### src/rtl/hazard_scheduler.sv
// hazard_scheduler: pipeline hazard controller for the 5-stage 64-bit core.
// Produces execute-stage forwarding selects, load-use stalls, branch
// flushes, multi-cycle mul/div sequencing and stall/flush event counters.
//
// Handshake note: there is no valid/ready pair here. MulDivE acts as a
// level "request" from Execute. The op is accepted in IDLE on the cycle
// MulDivE=1 and PCSrcE=0. It is held (StallE=1) for MDIV_CYCLES cycles.
// Completion is a single-cycle MulDivDoneE pulse on the following cycle,
// during which the Execute register is released.
module hazard_scheduler #(
  parameter int MDIV_CYCLES = 4,
  parameter int CNT_W       = 32
) (
  input  logic             clk,
  input  logic             rst,
  input  logic [4:0]       Rs1_D,
  input  logic [4:0]       Rs2_D,
  input  logic [4:0]       Rs1_E,
  input  logic [4:0]       Rs2_E,
  input  logic [4:0]       RD_E,
  input  logic [4:0]       RD_M,
  input  logic [4:0]       RD_W,
  input  logic             RegWriteM,
  input  logic             RegWriteW,
  input  logic             ResultSrcE,
  input  logic             PCSrcE,
  input  logic             MulDivE,
  output logic [1:0]       ForwardA_E,
  output logic [1:0]       ForwardB_E,
  output logic             StallF,
  output logic             StallD,
  output logic             StallE,
  output logic             FlushD,
  output logic             FlushE,
  output logic             MulDivBusy,
  output logic             MulDivDoneE,
  output logic [CNT_W-1:0] StallCount,
  output logic [CNT_W-1:0] FlushCount,
  output logic [1:0]       MdStateDbg
);

  // Forwarding select encodings seen by the execute-stage source muxes.
  localparam logic [1:0] FWD_RF = 2'b00;
  localparam logic [1:0] FWD_WB = 2'b01;
  localparam logic [1:0] FWD_MEM = 2'b10;

  // Counter preload: one stall cycle is spent in IDLE on acceptance and one
  // more on the BUSY cycle that sees cnt==0, so the load is MDIV_CYCLES-2.
  localparam logic [3:0] CNT_LOAD = 4'(MDIV_CYCLES - 2);

  typedef enum logic [1:0] {
    S_IDLE = 2'b00,
    S_BUSY = 2'b01,
    S_DONE = 2'b10
  } md_state_t;

  md_state_t  r_state;
  logic [3:0] r_cnt;

  logic w_rst_n;
  logic w_fwd_a_mem;
  logic w_fwd_a_wb;
  logic w_fwd_b_mem;
  logic w_fwd_b_wb;
  logic w_lw_stall;
  logic w_md_accept;
  logic w_md_stall;
  logic w_stall;
  logic w_flush_d;
  logic w_flush_e;

  assign w_rst_n = rst;

  // Forwarding source selection; memory stage is younger so it wins.
  always_comb begin
    w_fwd_a_mem = RegWriteM && (RD_M != 5'd0) && (RD_M == Rs1_E);
    w_fwd_a_wb  = RegWriteW && (RD_W != 5'd0) && (RD_W == Rs1_E);
    w_fwd_b_mem = RegWriteM && (RD_M != 5'd0) && (RD_M == Rs2_E);
    w_fwd_b_wb  = RegWriteW && (RD_W != 5'd0) && (RD_W == Rs2_E);

    ForwardA_E = FWD_RF;
    if (w_fwd_a_mem)     ForwardA_E = FWD_MEM;
    else if (w_fwd_a_wb) ForwardA_E = FWD_WB;

    ForwardB_E = FWD_RF;
    if (w_fwd_b_mem)     ForwardB_E = FWD_MEM;
    else if (w_fwd_b_wb) ForwardB_E = FWD_WB;
  end

  // Load-use detection and mul/div stall request; all gated off in reset.
  always_comb begin
    w_lw_stall  = w_rst_n && ResultSrcE && (RD_E != 5'd0) &&
                  ((RD_E == Rs1_D) || (RD_E == Rs2_D));
    // A taken branch squashes the mul/div in Execute, so it is not accepted.
    w_md_accept = w_rst_n && (r_state == S_IDLE) && MulDivE && !PCSrcE;
    w_md_stall  = w_md_accept || (w_rst_n && (r_state == S_BUSY));
    w_stall     = w_lw_stall || w_md_stall;
    w_flush_d   = w_rst_n && PCSrcE;
    // A held Execute register must keep its op, so no bubble while mdStall.
    w_flush_e   = w_rst_n && (w_lw_stall || PCSrcE) && !w_md_stall;
  end

  assign StallF      = w_stall;
  assign StallD      = w_stall;
  assign StallE      = w_md_stall;
  assign FlushD      = w_flush_d;
  assign FlushE      = w_flush_e;
  assign MulDivBusy  = w_rst_n && (r_state == S_BUSY);
  assign MulDivDoneE = w_rst_n && (r_state == S_DONE);
  assign MdStateDbg  = r_state;

  // Mul/div sequencer: IDLE -> BUSY (count down) -> DONE -> IDLE.
  always_ff @(posedge clk) begin
    if (!rst) begin
      r_state <= S_IDLE;
      r_cnt   <= 4'd0;
    end else begin
      case (r_state)
        S_IDLE: begin
          if (w_md_accept) begin
            r_state <= S_BUSY;
            r_cnt   <= CNT_LOAD;
          end
        end
        S_BUSY: begin
          if (r_cnt == 4'd0) begin
            r_state <= S_DONE;
          end else begin
            r_cnt <= r_cnt - 4'd1;
          end
        end
        S_DONE: begin
          // The op leaves Execute this cycle; never re-arm on it.
          r_state <= S_IDLE;
        end
        default: begin
          r_state <= S_IDLE;
          r_cnt   <= 4'd0;
        end
      endcase
    end
  end

  // Wrapping performance counters for stall and flush cycles.
  always_ff @(posedge clk) begin
    if (!rst) begin
      StallCount <= '0;
      FlushCount <= '0;
    end else begin
      if (w_stall) begin
        StallCount <= StallCount + CNT_W'(1);
      end
      if (w_flush_d || w_flush_e) begin
        FlushCount <= FlushCount + CNT_W'(1);
      end
    end
  end

endmodule

### config.mk
export PLATFORM = sky130hd
export DESIGN_NAME = hazard_scheduler
export DESIGN_NICKNAME = d
export VERILOG_FILES = /design/src/rtl/hazard_scheduler.sv
export SDC_FILE = /design/constraint.sdc
export NUM_CORES = 1
export LEC_CHECK = 0
export CAP_MARGIN = 20
export CORE_MARGIN = 2
export CORE_UTILIZATION = 43
export DETAILED_ROUTE_END_ITERATION = 10
export GPL_ROUTABILITY_DRIVEN = 0
export PLACE_DENSITY = 0.89
export SLEW_MARGIN = 25
export SYNTH_ARGS = -nofsm -noshare
export SYNTH_HDL_FRONTEND = slang
export SYNTH_SLANG_ARGS = --single-unit
### constraint.sdc
create_clock -name clk -period 2.84 [get_ports clk]
set_input_delay 0.71 -clock clk [delete_from_list [all_inputs] [get_ports clk]]
set_output_delay 0.71 -clock clk [all_outputs]
set_load 0.02 [all_outputs]
# Word level (Yosys, flattened, before mapping)
# Index checks and enable logic that the tools add are counted.
# totals
regBits,70
latchBits,0
ramBits,0
mem_bits_ro,0
input_bits,42
output_inout_bits,77
word_cells,60
n_memories,0
# classes
n_addsub,3
mul,0
div,0
n_lt_le_gt_ge,0
n_eq_ne,11
n_shift,0
muxes,10
bitwise,1
reduce_logical,31
# ops
cell,count
"32-bit by 1-bit adder with 32-bit output, second input constant",2
5-bit equality test,6
1-bit logical AND,17
5-bit nonzero test,3
4-bit case mux with 3 select lines,1
2-bit 2-to-1 mux,4
4-bit 2-to-1 mux,2
1-bit logical OR,5
4-bit zero test,1
"2-bit inequality test, second input constant",2
2-bit case mux with 2 select lines,1
"4-bit by 1-bit subtractor with 4-bit output, second input constant",1
3-bit AND reduction,1
"2-bit by 1-bit equality test with 1-bit output, second input constant",1
"2-bit equality test, second input constant",1
1-bit zero test,2
2-bit zero test,1
1-bit 2-to-1 mux,2
"2-bit by 1-bit inequality test with 1-bit output, second input constant",1
2-bit AND reduction,1
1-bit NOT,1

# Longest topological paths before layout
# logic_depth
ltp_word,8
depth_mapped,9
mapped_depth_nobuf,8

# Least setup slack after synthesis
# No wires, ideal clock.
# synth_timing
path_type,in2out
start,in RD_M[1]
end,out ForwardA_E[0]
arrival_ps,2233
required_ps,2130
setup_slack_ps,-103
cell_stages,4
n_path_buf,0
cell_sequence,or4_1 -> o21ai_0 -> nor4_1 -> nor4_1
# synth_via
elab_chain_cells,4
elab_cells_between_ends,5
cone_classes,eq/ne: 1; mux: 1; reduce/logical: 3
# synth_rtl
element,line_no,text
from (decl),21,"input logic [4:0] RD_M,"
5-bit nonzero test,76,w_fwd_a_mem = RegWriteM && (RD_M != 5'd0) && (RD_M == Rs1_E);
1-bit logical AND,76,
1-bit logical AND (*),76,
via w_fwd_a_mem,61,logic w_fwd_a_mem;
2-bit 2-to-1 mux (*),82,if (w_fwd_a_mem) ForwardA_E = FWD_MEM;
to (decl),28,"output logic [1:0] ForwardA_E,"
# The timed path passes the listed nets; every way through them passes the cells marked *.

# Final worst setup path
# layout_timing
start,in RD_W[3]
end,out ForwardB_E[0]
# layout_via
elab_chain_cells,5
elab_cells_between_ends,6
cone_classes,eq/ne: 1; mux: 2; reduce/logical: 3
# layout_rtl
element,line_no,text
from (decl),22,"input logic [4:0] RD_W,"
5-bit nonzero test,79,w_fwd_b_wb = RegWriteW && (RD_W != 5'd0) && (RD_W == Rs2_E);
1-bit logical AND,79,
1-bit logical AND (*),79,
1-bit 2-to-1 mux (*),87,else if (w_fwd_b_wb) ForwardB_E = FWD_WB;
2-bit 2-to-1 mux (*),86,if (w_fwd_b_mem) ForwardB_E = FWD_MEM;
to (decl),29,"output logic [1:0] ForwardB_E,"
# Every way passes the cells marked *; elsewhere a longest branch is shown, timed or not.

==> flow_summary.toml <==
[status]
run_status = "finished, final reports clean"

[floorplanning]
placeableCoreArea_mm2 = 0.00868
die_y_um = 98.5
start_util_pct = 44.2
fp.dieArea_mm2 = 0.00970
placementRows = 34
die_x_um = 98.5
ioPinCount = 119

[synth]
fraction_of_registers_with_async_set_reset_pct = 0
synth_edf_count = 0
syn-instance-count = 472
synth-warning-count = 0
synthDistinctLibCells = 41
synth.cell_area_mm2 = 0.00384
synth_flop_cell = "sky130_fd_sc_hd__dfxtp_1"
yosysSeqAreaShare_pct = 36.5
syn-num-nets = 518
synthesis.area_per_instance_um2 = 8.14
number_of_flip_flops_and_latches_in_the_synthesized_netlist = 70

[cts]
worstSkewPairLatency_ns = 0.36
cts.reportedPaths.clkPinSlew_ns = 0.08
cts-root-buf = "sky130_fd_sc_hd__clkbuf_8"
cts_buffers = 9
cts.sink_count = 70
cts.htree.levels = 3
cts-hold-fix-buffers = 0
cts.path.max_buffers = 2
cts_tree = "yes"

[sta]
report.final.slew_viol_count = 0
setup_total_negative_slack_ns = 0
min_period_over_period_pct = 98.8
setup_viol = 0
finalCriticalPeriod_ns = 2.81
fin_worst_skew_ns = 0.0159
max_slew.worst_pin.slew_ns = 0.601
fmax_mhz = 356
timing.final.hold_violations = 0
worst_slew_slack_as_a_fraction_of_its_limit_pct = 59.6

[worst_setup_path]
start_kind = "primary input"
crit_path_top_delay_cell = "sky130_fd_sc_hd__or4_4"
critical_path.max_stage_delay_ns = 0.53
crit_chain = "dlygate4sd2_1, or4_1, o21ai_2, or4_4, nor4_4, buf_4"
critPathBufInv = 2
end_kind = "primary output"
timing.critical_path.max_delay_family = "simple AND/OR/NAND/NOR gates"
kind_of_critical_path = "primary input to primary output"
critical_path_peak_fanout = 2
worst-endpoint-arrival_ns = 2.10
required_ns = 2.13

[global_route]
grt_first_pass_wirelength_um = 19300
grt_remaining_overflow = 0
grt_start_max_net_pins = 57
grt_pass1_vias = 4180
antenna_violations_before_repair = 0
grt_util_all_layers_pct = 24.0

[routing]
route.top_layer_used = "met4"
routed_via_density = 5.89
wl_met3_um = 802
wl_per_cell_um = 16.3
wl_met1_um = 4960
detailedRoute.firstIterationViolations = 283
routed-wl-met2_um = 6120
dr.pass1.iters = 7
routed_wl_um = 12200
detail-route-antenna-nets = 0
route.detailed.drc = 0
detailroute.via_count = 4382

[layout]
layout.core_utilization_pct = 66.6
layout-area-overhead-vs-synth_pct = 50.6
fin_nets = 677
layout.area.seq_mm2 = 0.00140
antennaDiodeCount = 0
multiInputGateArea_mm2 = 0.00242
finalInstanceArea_mm2 = 0.00578
layout.filler_cells = 688
post_route_cells_drive_above_1_share_pct = 19.5

[worst_hold_path]
hold_class = "flip-flop to flip-flop"

[power]
power_density_mw_per_mm2 = 374
leakage_nw = 1.96
vdd_drop_max_uv = 293

[placement]
detailedPlacementHpwl_um = 8440
numPortBuffers = 118
dpl-instance-area_mm2 = 0.00539

[job]
max_cap_viol_count = 0
## power breakdown
part / internal (mW) / switching, mW / leakage (nW) / total, mW
logic: 0.160 / 0.174 / 1.30 / 0.334
clock network: 0.408 / 0.414 / 0.0960 / 0.822
registers: 0.991 / 0.0145 / 0.565 / 1.01
## state kept, by name (all words and copies together) (netlist names)
name	flops
FlushCount	32
MdStateDbg	2
StallCount	32
r_cnt	4
## cell families (layout without fill, tap and decap cells)
kind of cell | after synthesis | in the layout | synth area share, %
mux | 7 | 7 | 1.82
fa+ha+maj | 4 | 4 | 1.30
simple gates | 183 | 183 | 28.0
buf+inv | 44 | 207 | 5.08
xor+xnor | 33 | 33 | 7.53
compound gates | 131 | 132 | 19.8
flops | 70 | 70 | 36.5
## cell usage after synthesis (all sizes together), types with 2 or more instances
master	number	area, um2
nand2	29	109
nor4	9	56.3
buf	17	93.8
and3	4	25.0
nand2b	2	12.5
a31oi	2	12.5
and4	7	66.3
nand3	26	135
nand4	21	131
nor3	6	41.3
nor2	14	52.6
o31ai	27	203
ha	4	50.1
dfxtp	70	1400
xnor2	18	158
o21ai	35	175
mux2i	7	70.1
a21oi	55	279
or3	30	188
xor2	15	131
or4	25	188
inv	17	63.8
nor2b	2	12.5
and2	4	25.0
clkbuf	10	37.5
o211ai	9	67.6
or2	2	12.5
## worst register-to-register path, delay by kind of cell, from the launching register on
family,cells,cell delay [ns]
flip-flops,1,0.45
AO/OA/AOI/OAI,1,0.17
AND/OR/NAND/NOR,5,1.73
## layout make-up
class	count	area share, %
clock buffer	9	2.14
timing repair buffer	174	27.1
tap	108	2.34
inverter	17	1.15
sequential	70	24.2
clock inverter	7	1.26
multi-input combinational	359	41.8
## routing by layer
metal / up-vias / global-route usage [%]
met4: 0 / 9.06
met5: - / 0
met1: 2062 / 28.9
met3: 29 / 5.39
li1: 2098 / -
met2: 193 / 41.6
## metrics by stage
stage	cells	worst slack, ns	power (mW)	hold WS, ns
2_1_floorplan	472	0.0239	1.17	0.452
3_3_place_gp	715	-0.742	1.32	0.454
3_5_place_dp	715	-0.809	1.34	0.491
4_1_cts	738	-0.0381	2.15	0.504
5_1_grt	744	-0.0120	2.23	0.538
6_report	744	0.0337	2.16	0.501
## placed cells by master (no fill, tap or decap), types with 13 or more instances in the layout
master                            synthesis  final
sky130_fd_sc_hd__clkdlybuf4s50_1          0     84
sky130_fd_sc_hd__dfxtp_1                 70     70
sky130_fd_sc_hd__a21oi_1                 54     50
sky130_fd_sc_hd__buf_4                    4     50
sky130_fd_sc_hd__or3_1                   30     30
sky130_fd_sc_hd__nand2_1                 29     29
sky130_fd_sc_hd__o21ai_0                 32     29
sky130_fd_sc_hd__o31ai_1                 27     27
sky130_fd_sc_hd__nand3_1                 25     25
sky130_fd_sc_hd__nand4_1                 21     21
sky130_fd_sc_hd__or4_1                   25     18
sky130_fd_sc_hd__xnor2_1                 18     17
sky130_fd_sc_hd__xor2_1                  15     15
sky130_fd_sc_hd__nor2_1                  14     14
sky130_fd_sc_hd__inv_1                   14     13
## what timing repair did
action / in CTS / in global routing
cloned: 1 / 0
pin swaps: 18 / 15
setup endpoints to repair: 10 / 29
resized for setup: 94 / 43
setup buffers: 6 / 6
## final timing paths
path / startpoint / endpoint / slack [ns] / cells past startpoint
worst min register to register: FlushCount[31] / FlushCount[31] / 0.50 / 1
worst min-delay path: FlushCount[31] / FlushCount[31] / 0.50 / 1
worst max register to register: StallCount[10] / StallCount[30] / 0.40 / 6
worst max-delay path: RD_W[3] / ForwardB_E[0] / 0.03 / 6
Note: power is estimated with default switching activity, not from simulation.
